## src/rtl/vga_timing_gen_pkg.sv

```systemverilog
// vga_pkg: shared timing constants and coordinate type for the VGA timing
// generator. Default values describe 640x480@60 with a 25.175 MHz pixel clock.
// Ports: none (package).
package vga_pkg;

  typedef logic [9:0] coord_t;

  localparam int H_VISIBLE   = 640;
  localparam int H_FP        = 16;
  localparam int H_SYNC      = 96;
  localparam int H_BP        = 48;
  localparam int V_VISIBLE   = 480;
  localparam int V_FP        = 10;
  localparam int V_SYNC      = 2;
  localparam int V_BP        = 33;

  localparam int ANIM_DIV    = 8;
  localparam int ANIM_FRAMES = 4;

  localparam int H_TOTAL  = H_VISIBLE + H_FP + H_SYNC + H_BP;
  localparam int V_TOTAL  = V_VISIBLE + V_FP + V_SYNC + V_BP;

  // Sync windows are half-open: START is the first active column/line,
  // END is the first inactive one.
  localparam int HS_START = H_VISIBLE + H_FP;
  localparam int HS_END   = HS_START + H_SYNC;
  localparam int VS_START = V_VISIBLE + V_FP;
  localparam int VS_END   = VS_START + V_SYNC;

endpackage

```

## src/rtl/vga_timing_gen_if.sv

```systemverilog
// vga_timing_gen_if: bundle of scan outputs from the timing generator to the
// draw stages.
//   DrawX/DrawY   scan coordinates
//   blank         1 = visible pixel
//   hs/vs         active-low syncs
//   vblank_start  one-cycle pulse on entry to vertical blanking
//   anim_tick     one-cycle pulse every ANIM_DIV frames
//   anim_frame    sprite animation frame index
// master = timing generator, slave = consumers.
interface vga_timing_gen_if
  import vga_pkg::*;
#(
  parameter int ANIM_FRAMES = vga_pkg::ANIM_FRAMES
);

  localparam int FW = $clog2(ANIM_FRAMES);

  coord_t          DrawX;
  coord_t          DrawY;
  logic            blank;
  logic            hs;
  logic            vs;
  logic            vblank_start;
  logic            anim_tick;
  logic [FW-1:0]   anim_frame;

  modport master (
    output DrawX, DrawY, blank, hs, vs, vblank_start, anim_tick, anim_frame
  );

  modport slave (
    input DrawX, DrawY, blank, hs, vs, vblank_start, anim_tick, anim_frame
  );

endinterface

```

## src/rtl/vga_timing_gen_anim_divider.sv

```systemverilog
// anim_divider: counts vertical-blank events and advances the sprite
// animation frame every ANIM_DIV of them.
// Ports:
//   vga_clk      pixel clock
//   reset_n      asynchronous active-low reset
//   vblank_next  vblank_start as it will be registered on this edge
//   anim_tick    registered pulse, coincident with the registered vblank_start
//   anim_frame   animation frame index, wraps at ANIM_FRAMES
module anim_divider #(
  parameter int ANIM_DIV    = 8,
  parameter int ANIM_FRAMES = 4
) (
  input  logic                           vga_clk,
  input  logic                           reset_n,
  input  logic                           vblank_next,
  output logic                           anim_tick,
  output logic [$clog2(ANIM_FRAMES)-1:0] anim_frame
);

  localparam int FW = $clog2(ANIM_FRAMES);
  localparam logic [7:0] DIV_LAST = 8'(ANIM_DIV - 1);

  logic [7:0] div_count;

  // The input is the next-state vblank pulse, so the tick and the frame
  // update land in the same cycle the top presents vblank_start.
  // ANIM_FRAMES is a power of two, so the frame index wraps by overflow.
  always_ff @(posedge vga_clk or negedge reset_n) begin
    if (!reset_n) begin
      div_count  <= '0;
      anim_tick  <= 1'b0;
      anim_frame <= '0;
    end else begin
      anim_tick <= 1'b0;
      if (vblank_next) begin
        if (div_count == DIV_LAST) begin
          div_count  <= '0;
          anim_tick  <= 1'b1;
          anim_frame <= anim_frame + FW'(1);
        end else begin
          div_count <= div_count + 8'd1;
        end
      end
    end
  end

endmodule

```

## src/rtl/vga_timing_gen.sv

```systemverilog
// vga_timing_gen: pixel-timing generator for the sprite/palette draw pipeline.
// Ports:
//   vga_clk  pixel clock, all logic on the rising edge
//   reset_n  asynchronous active-low reset
//   vga      master side of vga_timing_gen_if (DrawX, DrawY, blank, hs, vs,
//            vblank_start, anim_tick, anim_frame)
// Every output is a register loaded from the next-state counters, so the
// flags always describe the DrawX/DrawY shown in the same cycle.
module vga_timing_gen
  import vga_pkg::coord_t;
#(
  parameter int H_VISIBLE   = vga_pkg::H_VISIBLE,
  parameter int H_FP        = vga_pkg::H_FP,
  parameter int H_SYNC      = vga_pkg::H_SYNC,
  parameter int H_BP        = vga_pkg::H_BP,
  parameter int V_VISIBLE   = vga_pkg::V_VISIBLE,
  parameter int V_FP        = vga_pkg::V_FP,
  parameter int V_SYNC      = vga_pkg::V_SYNC,
  parameter int V_BP        = vga_pkg::V_BP,
  parameter int ANIM_DIV    = vga_pkg::ANIM_DIV,
  parameter int ANIM_FRAMES = vga_pkg::ANIM_FRAMES
) (
  input  logic              vga_clk,
  input  logic              reset_n,
  vga_timing_gen_if.master  vga
);

  localparam int FW = $clog2(ANIM_FRAMES);

  localparam coord_t H_LAST   = coord_t'(H_VISIBLE + H_FP + H_SYNC + H_BP - 1);
  localparam coord_t V_LAST   = coord_t'(V_VISIBLE + V_FP + V_SYNC + V_BP - 1);
  localparam coord_t H_VIS_C  = coord_t'(H_VISIBLE);
  localparam coord_t V_VIS_C  = coord_t'(V_VISIBLE);
  localparam coord_t HS_START = coord_t'(H_VISIBLE + H_FP);
  localparam coord_t HS_END   = coord_t'(H_VISIBLE + H_FP + H_SYNC);
  localparam coord_t VS_START = coord_t'(V_VISIBLE + V_FP);
  localparam coord_t VS_END   = coord_t'(V_VISIBLE + V_FP + V_SYNC);

  coord_t        draw_x;
  coord_t        draw_y;
  logic          blank_r;
  logic          hs_r;
  logic          vs_r;
  logic          vbs_r;
  logic          anim_tick;
  logic [FW-1:0] anim_frame;

  coord_t        x_next;
  coord_t        y_next;
  logic          blank_next;
  logic          hs_next;
  logic          vs_next;
  logic          vbs_next;

  // Next-state counters and the flags derived from them. Because vs is a
  // function of the next line only, it changes on the edge that brings
  // DrawX back to 0.
  always_comb begin
    x_next = draw_x + coord_t'(1);
    y_next = draw_y;
    if (draw_x == H_LAST) begin
      x_next = '0;
      y_next = (draw_y == V_LAST) ? '0 : draw_y + coord_t'(1);
    end
    blank_next = (x_next < H_VIS_C) && (y_next < V_VIS_C);
    hs_next    = !((x_next >= HS_START) && (x_next < HS_END));
    vs_next    = !((y_next >= VS_START) && (y_next < VS_END));
    vbs_next   = (x_next == '0) && (y_next == V_VIS_C);
  end

  // Reset parks the scan at (0,0) with blank forced low; the first edge after
  // release moves to (1,0), so the (0,0) pixel of that frame stays blanked.
  always_ff @(posedge vga_clk or negedge reset_n) begin
    if (!reset_n) begin
      draw_x  <= '0;
      draw_y  <= '0;
      blank_r <= 1'b0;
      hs_r    <= 1'b1;
      vs_r    <= 1'b1;
      vbs_r   <= 1'b0;
    end else begin
      draw_x  <= x_next;
      draw_y  <= y_next;
      blank_r <= blank_next;
      hs_r    <= hs_next;
      vs_r    <= vs_next;
      vbs_r   <= vbs_next;
    end
  end

  anim_divider #(
    .ANIM_DIV    (ANIM_DIV),
    .ANIM_FRAMES (ANIM_FRAMES)
  ) u_anim_divider (
    .vga_clk     (vga_clk),
    .reset_n     (reset_n),
    .vblank_next (vbs_next),
    .anim_tick   (anim_tick),
    .anim_frame  (anim_frame)
  );

  assign vga.DrawX        = draw_x;
  assign vga.DrawY        = draw_y;
  assign vga.blank        = blank_r;
  assign vga.hs           = hs_r;
  assign vga.vs           = vs_r;
  assign vga.vblank_start = vbs_r;
  assign vga.anim_tick    = anim_tick;
  assign vga.anim_frame   = anim_frame;

endmodule

```

## src/flat_wrapper.sv

```systemverilog
// flat-port wrapper written by rule: the top's interface ports become plain ports
module vga_timing_gen_flat import vga_pkg::coord_t;
#(
  parameter int H_VISIBLE   = vga_pkg::H_VISIBLE,
  parameter int H_FP        = vga_pkg::H_FP,
  parameter int H_SYNC      = vga_pkg::H_SYNC,
  parameter int H_BP        = vga_pkg::H_BP,
  parameter int V_VISIBLE   = vga_pkg::V_VISIBLE,
  parameter int V_FP        = vga_pkg::V_FP,
  parameter int V_SYNC      = vga_pkg::V_SYNC,
  parameter int V_BP        = vga_pkg::V_BP,
  parameter int ANIM_DIV    = vga_pkg::ANIM_DIV,
  parameter int ANIM_FRAMES = vga_pkg::ANIM_FRAMES
)
  (vga_clk, reset_n, vga_DrawX, vga_DrawY, vga_blank, vga_hs, vga_vs, vga_vblank_start, vga_anim_tick, vga_anim_frame);
  vga_timing_gen_if #(.ANIM_FRAMES(ANIM_FRAMES)) vga_i ();
  input  logic vga_clk;
  input  logic reset_n;
  output wire logic [$bits(vga_i.DrawX)-1:0] vga_DrawX;
  output wire logic [$bits(vga_i.DrawY)-1:0] vga_DrawY;
  output wire logic [$bits(vga_i.blank)-1:0] vga_blank;
  output wire logic [$bits(vga_i.hs)-1:0] vga_hs;
  output wire logic [$bits(vga_i.vs)-1:0] vga_vs;
  output wire logic [$bits(vga_i.vblank_start)-1:0] vga_vblank_start;
  output wire logic [$bits(vga_i.anim_tick)-1:0] vga_anim_tick;
  output wire logic [$bits(vga_i.anim_frame)-1:0] vga_anim_frame;
  assign vga_DrawX = vga_i.DrawX;
  assign vga_DrawY = vga_i.DrawY;
  assign vga_blank = vga_i.blank;
  assign vga_hs = vga_i.hs;
  assign vga_vs = vga_i.vs;
  assign vga_vblank_start = vga_i.vblank_start;
  assign vga_anim_tick = vga_i.anim_tick;
  assign vga_anim_frame = vga_i.anim_frame;
  vga_timing_gen #(.H_VISIBLE(H_VISIBLE), .H_FP(H_FP), .H_SYNC(H_SYNC), .H_BP(H_BP), .V_VISIBLE(V_VISIBLE), .V_FP(V_FP), .V_SYNC(V_SYNC), .V_BP(V_BP), .ANIM_DIV(ANIM_DIV), .ANIM_FRAMES(ANIM_FRAMES)) u_core (.vga_clk(vga_clk), .reset_n(reset_n), .vga(vga_i));
endmodule
```

## config.mk

```make
export PLATFORM = sky130hd
export DESIGN_NAME = vga_timing_gen_flat
export DESIGN_NICKNAME = d
export VERILOG_FILES = /design/src/rtl/vga_timing_gen_pkg.sv /design/src/rtl/vga_timing_gen_if.sv /design/src/rtl/vga_timing_gen_anim_divider.sv /design/src/rtl/vga_timing_gen.sv /design/src/flat_wrapper.sv
export SDC_FILE = /design/constraint.sdc
export NUM_CORES = 1
export LEC_CHECK = 0
export CORE_MARGIN = 2
export CORE_UTILIZATION = 50
export DETAILED_ROUTE_END_ITERATION = 8
export MAX_ROUTING_LAYER = met4
export PLACE_DENSITY = 0.75
export SLEW_MARGIN = 20
export SYNTH_ARGS = -nofsm -noshare
export SYNTH_HDL_FRONTEND = slang
export SYNTH_SLANG_ARGS = --single-unit
```

## constraint.sdc

```tcl
create_clock -name vga_clk -period 3.4 [get_ports vga_clk]
set_input_delay 0.68 -clock vga_clk [delete_from_list [all_inputs] [get_ports vga_clk]]
set_output_delay 0.68 -clock vga_clk [all_outputs]
set_load 0.01 [all_outputs]
```

After elaboration in Yosys (flattened, before gate mapping):

Index checks and enable logic that the tools add are counted.

* RAM bits: 0
* bits in read-only memories: 0
* memories: 0
* register bits after elaboration: 35
* bits in latches: 0
* output and inout port bits: 27

* add/subtract/negate cells: 4
* order comparisons: 6
* div/mod/pow operators: 0
* shift operators: 0
* $mul: 0
* bitwise logic cells: 0
* eq/ne operators: 4
* mux-type cells: 6
* reduce and logical (&&, ||, !) cells: 8

Operator list (count)
* $mux W10: 3
* $add A10 B1 Y10 const B: 2
* $eq A10 B10 Y1 const B: 2
* $lt A10 B10 Y1 const B: 2
* $lt A10 B9 Y1 const B: 2
* $eq A10 B9 Y1 const B: 1
* $ge A10 B10 Y1 const B: 1
* $ge A10 B9 Y1 const B: 1
* $logic_not A10 Y1: 1
* $add A8 B1 Y8 const B: 1
* $eq A8 B3 Y1 const B: 1
* $mux W8: 1
* $logic_and A1 B1 Y1: 4
* $add A2 B1 Y2 const B: 1
* $logic_not A1 Y1: 2
* $mux W1: 2
* $reduce_and A2 Y1: 1

Logic depth before layout (Yosys ltp):

Gate-level depths: netlist of run 1.

* word-level depth: 6
* mapped depth: 9
* mapped depth without buffers: 9

By module:

Synthesis of run 1 repeated with hierarchy kept, for this count alone.

* cells, all modules: 198
* area, all modules: 1985.7 um^2

Modules (own cells, without submodules)
* vga_timing_gen: times used 1, area an instance 1480.2 um^2, cells an instance 153, sequential area each 603.1 um^2
* anim_divider: times used 1, area an instance 505.5 um^2, cells an instance 45, sequential area each 275.3 um^2

Least setup slack after synthesis of run 1:

Ideal clock, no wire load.

* path type: reg-to-reg
* start: register u_core.draw_x[0] (netlist: u_core.vga.DrawX[0])
* end: register u_core.u_anim_divider.div_count[5]
* arrival: 2577 ps
* path buffers: 0
* cell stages (with the launch flop): 9
* period minus slack after synthesis: 2705 ps
* slack: 695 ps
* required time: 3272 ps
* library setup time: 128 ps
* cell sequence: dfrtp_1 ha_1 nand4_2 or4b_1 xnor2_1 and4_1 nand3_4 nor4_4 mux2_1

* word-level cells in the longest chain between the ends: 4
* elaborated cells on any way between the ends: 7
* those cells by class: add/sub (1); eq/ne (2); mux (2); reduce/logical (2)

Ends and longest elaborated chain
* start, declared: RTL line vga_timing_gen.sv:39 `coord_t draw_x;`
* start signal, assigned: RTL line vga_timing_gen.sv:82 `draw_x <= x_next;`
* $eq A10 B10 Y1: RTL line vga_timing_gen.sv:61 `if (draw_x == H_LAST) begin`
* $mux W10: RTL line vga_timing_gen.sv:61
* named net u_core.y_next[6]: RTL line vga_timing_gen.sv:49 `coord_t y_next;`
* $eq A10 B9 Y1: RTL line vga_timing_gen.sv:68 `vbs_next = (x_next == '0) && (y_next == V_VIS_C);`
* $logic_and A1 B1 Y1: RTL line vga_timing_gen.sv:68
* end signal, assigned: RTL line vga_timing_gen_anim_divider.sv:41 `div_count <= div_count + 8'd1;`
* end, declared: RTL line vga_timing_gen_anim_divider.sv:23 `logic [7:0] div_count;`

The timed path passes the listed nets, and every way through them passes these cells.
A chain may end at the register's enable or synchronous reset.

Worst setup path in the final report of run 1:

* start: register u_core.draw_y[1] (netlist: u_core.vga.DrawY[1])
* end: register u_core.u_anim_divider.div_count[5]

* word-level cells in the longest chain between the ends: 5
* elaborated cells on any way between the ends: 6
* those cells by class: add/sub (1); eq/ne (2); mux (2); reduce/logical (1)

Ends and longest elaborated chain
* start, declared: RTL line vga_timing_gen.sv:40 `coord_t draw_y;`
* start signal, assigned: RTL line vga_timing_gen.sv:83 `draw_y <= y_next;`
* $add A10 B1 Y10 or $eq A10 B10 Y1 (tied branches): RTL line vga_timing_gen.sv:63 `y_next = (draw_y == V_LAST) ? '0 : draw_y + coord_t'(1);`
* $mux W10 *: RTL line vga_timing_gen.sv:63
* $mux W10 *: RTL line vga_timing_gen.sv:61
* named net u_core.y_next[6]: RTL line vga_timing_gen.sv:49
* $eq A10 B9 Y1 *: RTL line vga_timing_gen.sv:68
* $logic_and A1 B1 Y1 *: RTL line vga_timing_gen.sv:68

The timed path passes the listed nets; every way through them passes the cells marked *.

==> flow_metrics.env, run 1 <==
export IMPL_htree_num_levels=2
export IMPL_grt_max_degree=36
export IMPL_status="complete, no violations"
export IMPL_post_cts_resized=0
export IMPL_synth_area_top_cells="dfrtp_1, xor2_1, nand3_1"
export IMPL_tns_ns=0
export IMPL_hold_slack_ns=0.474
export IMPL_cts_sinks=35
export IMPL_hold_violations=0
export IMPL_p_leak_uw=0.00103
export IMPL_final_nets=222
export IMPL_worst_slack_ns=0.482
export IMPL_synth_cells=183
export IMPL_worstSetupPathType="reg2reg"
export IMPL_powerDensity_nw_per_um2=364
export IMPL_drt_iter0_drc=80
export IMPL_wl_mm=4.24
export IMPL_max_freq_mhz=343
export IMPL_tightest_slew_ns=0.564
export IMPL_drc_errors=0
export IMPL_numPortBuffers=28
export IMPL_vias=1533
export IMPL_max_cap_viol_count=0
export IMPL_ys_warn_count=0
export IMPL_hold_path_class="reg2reg"
export IMPL_max_vdd_ir_drop_mv=0.270
export IMPL_synth_nets=190
export IMPL_grt_pass1_wl_mm=7.04
export IMPL_synthToLayoutAreaGrowth_pct=24.1
export IMPL_gr_total_overflow=0
export IMPL_setup_viol=0
export IMPL_power_switching_uw=155
export IMPL_grt_pass1_vias=1439
export IMPL_clk_latency_ns=0.29
export IMPL_p_clk_frac=0.508
export IMPL_fp_dieH_um=66.0
export IMPL_first_pass_iters=6
export IMPL_slew_headroom=0.621
export IMPL_wl_per_cell_um=16.1
export IMPL_ant_nets=0
export IMPL_gp_congestion=0.920
export IMPL_grt_setup_unrepaired="false"
export IMPL_fin_skew_ns=0.00890
export IMPL_fin_crit_ns=2.92
export IMPL_rows=22
export IMPL_clock_path_buffers=2
export IMPL_cp_data_arrival_time_ns=3.09
export IMPL_synth_distinct_cells=53
export IMPL_antenna_cells=0
export IMPL_dp_slack_ns=0.480
export IMPL_ys_ff_latch=35
export IMPL_start_util=0.520
export IMPL_finalCritPeriodShare=0.858
export IMPL_die_w_um=66.0
export IMPL_multi_input_area_um2=990
export IMPL_cts_tree="done"
export IMPL_die_area_um2=4350
export IMPL_nFillCells=323
export IMPL_p_seq_frac=0.481
export IMPL_critPathLaunchType="flip-flop"
export IMPL_crit_required_ns=3.57
export IMPL_root_buffer="clkbuf_8"
export IMPL_place_hpwl_mm=3.10
export IMPL_syn_area_per_cell_um2=10.5
export IMPL_mappedNetlistArea_um2=1920
export IMPL_power_frac_comb=0.011
export IMPL_synth_yosys_seq_area_share=0.458
export IMPL_async_flop_share=1.00
export IMPL_synthFlopType="dfrtp_1"
export IMPL_drive_above_1_share=0.125
export IMPL_path_max_fanout=10
export IMPL_postCtsHoldBufs=0
export IMPL_top_level_ports=29
export IMPL_core_area_um2=3690
export IMPL_synth_top_area_share=0.430
export IMPL_antenna_found_initial=0
export IMPL_final_seq_area_um2=878
export IMPL_swShare=0.179
export IMPL_cts_made_buffers=5
export IMPL_internal_power_uw=711
export IMPL_clk_pin_slew_ns=0.07
export IMPL_vias_per_cell=5.81
export IMPL_synth_top_area_cell="dfrtp_1"
export IMPL_cp_end_kind="flip-flop"
export IMPL_grt_use_total=0.224
export IMPL_postCtsSetupRepairBufs=0
export IMPL_synth_edf_count=0
export IMPL_report_final_slew_viol_count=0
-- cell usage after synthesis, types with 2 or more instances --
master and number:
nor3_1 12, a31oi_1 2, nand3b_1 2, and3_1 2
o21ai_0 2, nor2_1 18, dfstp_2 2, ha_1 5
nand2_1 13, xor2_1 15, mux2_2 4, xnor2_1 2
nand3_1 14, nand4_1 2, mux2i_1 2, inv_1 9
dfrtp_1 33, o31ai_1 2, nand2b_1 3, clkbuf_1 2
a41oi_1 2, or3_1 3, and4_1 2
-- path summary, 6_finish.rpt --
path	from	end	slack, ns	cells after the start
max reg2reg	u_core.vga.DrawY[1]$_DFF_PN0_	u_core.u_anim_divider.div_count[5]$_DFFE_PN0P_	0.48	8
min in group asynchronous	reset_n	u_core.u_anim_divider.anim_frame[1]$_DFFE_PN0P_	0.80	2
max in group asynchronous	reset_n	u_core.vga.hs$_DFF_PN1_	2.26	2
min reg2reg	u_core.u_anim_divider.anim_frame[1]$_DFFE_PN0P_	u_core.u_anim_divider.anim_frame[1]$_DFFE_PN0P_	0.47	1
min	u_core.u_anim_divider.anim_frame[1]$_DFFE_PN0P_	u_core.u_anim_divider.anim_frame[1]$_DFFE_PN0P_	0.47	1
max	u_core.vga.DrawY[1]$_DFF_PN0_	u_core.u_anim_divider.div_count[5]$_DFFE_PN0P_	0.48	8
-- state kept, by name, summed over array words and instances (netlist names) --
register                          flops
u_core.vga.DrawY                     10
u_core.u_anim_divider.anim_tick       1
u_core.vga.blank                      1
u_core.vga.hs                         1
u_core.u_anim_divider.div_count       8
u_core.u_anim_divider.anim_frame      2
u_core.vga.vs                         1
u_core.vga.DrawX                     10
u_core.vga.vblank_start               1
-- layout make-up --
cell class              instances  area share
multi-input cells             135       0.415
repair buffers                 29       0.121
inverters                       9      0.0142
well taps                      48      0.0252
clock inverters                 2      0.0252
flip-flops and latches         35       0.369
clock buffers                   6      0.0305
-- worst max-delay path, cell delays in order (launching register included) --
cell     delay, ns
dfrtp_1       0.51
ha_1          0.31
nor3b_1       0.19
or4b_1        0.48
xnor2_1       0.19
and4_1        0.28
nand3_4       0.17
nor4_4        0.31
mux2_1        0.35
-- cell families after synthesis --
family	synth area share
buffers and inverters	0.0267
AOI/OAI and AO/OA	0.0769
muxes	0.0398
adders and majority gates	0.0326
xor gates and xnor gates	0.0776
and+or+nand+nor	0.289
DFF	0.458
-- cells in the final DEF, fill, tap and decap left out, types with 2 or more instances in the layout --
cell type,instances
inv_1,9
xnor2_1,2
nand3b_1,2
xor2_1,15
nand2b_1,3
and4_1,2
nor3_1,12
bufinv_16,2
nand4_1,2
nand3_1,14
o31ai_1,2
dfrtp_1,33
dfstp_2,2
a41oi_1,2
nand2_1,13
ha_1,5
and3_1,2
o21ai_0,2
mux2i_1,2
or3_1,3
a31oi_1,2
mux2_2,4
nor2_1,18
clkdlybuf4s50_1,28
clkbuf_8,5
-- layer usage --
metal / share of wire / routed length, µm / up-vias / GRT usage
met3: 0.045 / 191 / 7 / 0.0528
met5: 0 / 0 / - / -
li1: - / - / 724 / -
met4: 0.017 / 71 / 0 / 0.0918
met1: 0.48 / 2020 / 753 / 0.299
met2: 0.46 / 1960 / 49 / 0.332
-- through the flow --
step	utilization	power, µW	cell area, µm²	cells
after floorplan	-	424	1920	183
after global placement	0.610	434	2250	256
after detailed placement	0.610	435	2250	256
after CTS	0.646	875	2380	264
after global routing	0.646	893	2380	264
final	0.646	866	2380	264
-- power by group through the flow --
stage	clock [µW]	sequential [µW]	combinational, µW
floorplan	0	424	0.000405
global placement	0	424	9.95
finish	440	416	9.64
detailed placement	0	424	10.4
global route	466	416	11.1
CTS	448	416	10.3
Note: power is estimated with default switching activity, not from simulation.
==> run 2, diff against run 1 <==
CORE_UTILIZATION = 53   (was 50)
CTS_BUF_LIST = sky130_fd_sc_hd__clkbuf_8   (was not set)
PLACE_DENSITY = 0.78   (was 0.75)
==> run 2 against run 1 <==
Net effect:
- sequential share of layout area rose by 0.27 points
- clock power fell by 12%
- via count fell by 0.59%
- cell count is 0.76% lower
- final area is 0.74% lower
- sequential power hardly changed
- routed wire length is 3.7% lower
- non-clock buffer count unchanged
- flip-flop and latch count did not move
- register-to-register slack worse by 0.04 ns
==> flow_metrics.env, run 2 (synthesized netlist as in run 1, its figures left out) <==
export IMPL_first_pass_iters=4
export IMPL_die_w_um=64.2
export IMPL_top_level_ports=29
export IMPL_clk_latency_ns=0.29
export IMPL_crit_required_ns=3.58
export IMPL_path_max_fanout=10
export IMPL_numPortBuffers=28
export IMPL_r2r_cells=8
export IMPL_gp_congestion=0.885
export IMPL_worstSetupPathType="reg2reg"
export IMPL_drc_errors=0
export IMPL_hp_start="u_core.u_anim_divider.anim_frame[1]$_DFFE_PN0P_"
export IMPL_die_area_um2=4120
export IMPL_vias_per_cell=5.82
export IMPL_p_leak_uw=0.00102
export IMPL_cp_data_arrival_time_ns=3.14
export IMPL_finalCritPeriodShare=0.870
export IMPL_setup_viol=0
export IMPL_fp_dieH_um=64.2
export IMPL_r2r_end="u_core.u_anim_divider.div_count[5]$_DFFE_PN0P_"
export IMPL_max_vdd_ir_drop_mv=0.182
export IMPL_place_hpwl_mm=3.04
export IMPL_postCtsHoldBufs=0
export IMPL_hold_end="u_core.u_anim_divider.anim_frame[1]$_DFFE_PN0P_"
export IMPL_grt_pass1_vias=1494
export IMPL_clk_pin_slew_ns=0.07
export IMPL_tightest_slew_ns=0.522
export IMPL_cts_tree="done"
export IMPL_rows=21
export IMPL_gr_total_overflow=0
export IMPL_cts_sinks=35
export IMPL_grt_setup_unrepaired="false"
export IMPL_synthToLayoutAreaGrowth_pct=23.2
export IMPL_fin_area_um2=2360
export IMPL_root_buffer="clkbuf_8"
export IMPL_fin_crit_ns=2.96
export IMPL_clock_path_buffers=2
export IMPL_met3_length_um=278
export IMPL_postCtsSetupRepairBufs=0
export IMPL_antenna_cells=0
export IMPL_layout_common_cells="dfrtp_1, clkdlybuf4s50_1, nor2_1, xor2_1, nand3_1"
export IMPL_timing_rr_start="u_core.vga.DrawX[0]$_DFF_PN0_"
export IMPL_hold_path_class="reg2reg"
export IMPL_final_nets=222
export IMPL_tns_ns=0
export IMPL_max_cap_viol_count=0
export IMPL_final_common_cell="dfrtp_1"
export IMPL_drt_iter0_drc=133
export IMPL_multi_input_area_um2=990
export IMPL_place_area_um2=2250
export IMPL_fin_skew_ns=0.00937
export IMPL_wl_met1_mm=1.74
export IMPL_powerDensity_nw_per_um2=344
export IMPL_top_layer="met4"
export IMPL_antenna_found_initial=0
export IMPL_status="complete, no violations"
export IMPL_critPathLaunchType="flip-flop"
export IMPL_whs_path_depth=1
export IMPL_dr_wl_met2_mm=1.98
export IMPL_max_freq_mhz=338
export IMPL_wl_mm=4.09
export IMPL_dp_slack_ns=0.469
export IMPL_start_util=0.562
export IMPL_report_final_slew_viol_count=0
export IMPL_cp_end_kind="flip-flop"
export IMPL_grt_use_total=0.240
export IMPL_grt_pass1_wl_mm=7.27
export IMPL_wl_per_cell_um=15.6
export IMPL_cts_made_buffers=5
export IMPL_nFillCells=275
export IMPL_r2r_slack_ns=0.44
export IMPL_ant_nets=0
export IMPL_worst_slack_ns=0.441
export IMPL_slew_headroom=0.649
export IMPL_hold_slack_ns=0.468
export IMPL_core_area_um2=3420
export IMPL_vias=1524
export IMPL_grt_max_degree=36
export IMPL_hold_violations=0
export IMPL_htree_num_levels=2
export IMPL_final_seq_area_um2=878
export IMPL_drive_above_1_share=0.130
export IMPL_post_cts_resized=0
run 2: power by group:
part           switching (µW)  internal (µW)
combinational            7.74           1.76
clock                     150            237
sequential                  0            416
run 2: cell type report:
| class | count | share of cell area |
|---|---|---|
| multi-input combinational | 135 | 0.419 |
| sequential | 35 | 0.371 |
| timing repair buffer | 29 | 0.122 |
| clock buffer | 6 | 0.0349 |
| tap | 46 | 0.0243 |
| clock inverter | 2 | 0.0148 |
| inverter | 9 | 0.0143 |
run 2: worst max-delay path by stage:
stage / start / to / cells past startpoint
3_5_place_dp: u_core.vga.DrawX[0]$_DFF_PN0_ / u_core.u_anim_divider.div_count[5]$_DFFE_PN0P_ / 8
2_1_floorplan: u_core.vga.DrawX[0]$_DFF_PN0_ / u_core.u_anim_divider.div_count[5]$_DFFE_PN0P_ / 8
6_report: u_core.vga.DrawX[0]$_DFF_PN0_ / u_core.u_anim_divider.div_count[5]$_DFFE_PN0P_ / 8
4_1_cts: u_core.vga.DrawX[0]$_DFF_PN0_ / u_core.u_anim_divider.div_count[3]$_DFFE_PN0P_ / 8
3_3_place_gp: u_core.vga.DrawY[1]$_DFF_PN0_ / u_core.u_anim_divider.div_count[5]$_DFFE_PN0P_ / 8
5_1_grt: u_core.vga.DrawY[1]$_DFF_PN0_ / u_core.u_anim_divider.div_count[5]$_DFFE_PN0P_ / 8
run 2: metal layers:
layer,vias to the layer above,GRT usage
li1,719,-
met1,737,0.304
met2,60,0.362
met3,8,0.0634
met4,0,0.109
met5,-,-
run 2: per-stage QoR:
step / total power [µW] / cells / util
floorplan: 424 / 183 / -
global route: 847 / 262 / 0.692
detailed placement: 435 / 254 / 0.658
global placement: 434 / 254 / 0.658
finish: 813 / 262 / 0.692
CTS: 822 / 262 / 0.692
run 2: worst max-delay path, cell delays in order, from the launching register on:
cell and delay, ns:
dfrtp_1 0.43, ha_1 0.27, nand4_2 0.20, or4b_1 0.60
xnor2_1 0.20, and4_1 0.31, nand3_4 0.17, nor4_4 0.31
mux2_1 0.35
==> run 3, diff against run 2 <==
SLEW_MARGIN = 25   (was 20)
==> results of run 3 <==
Final layout, timing and power as in run 2 (identical DEF).
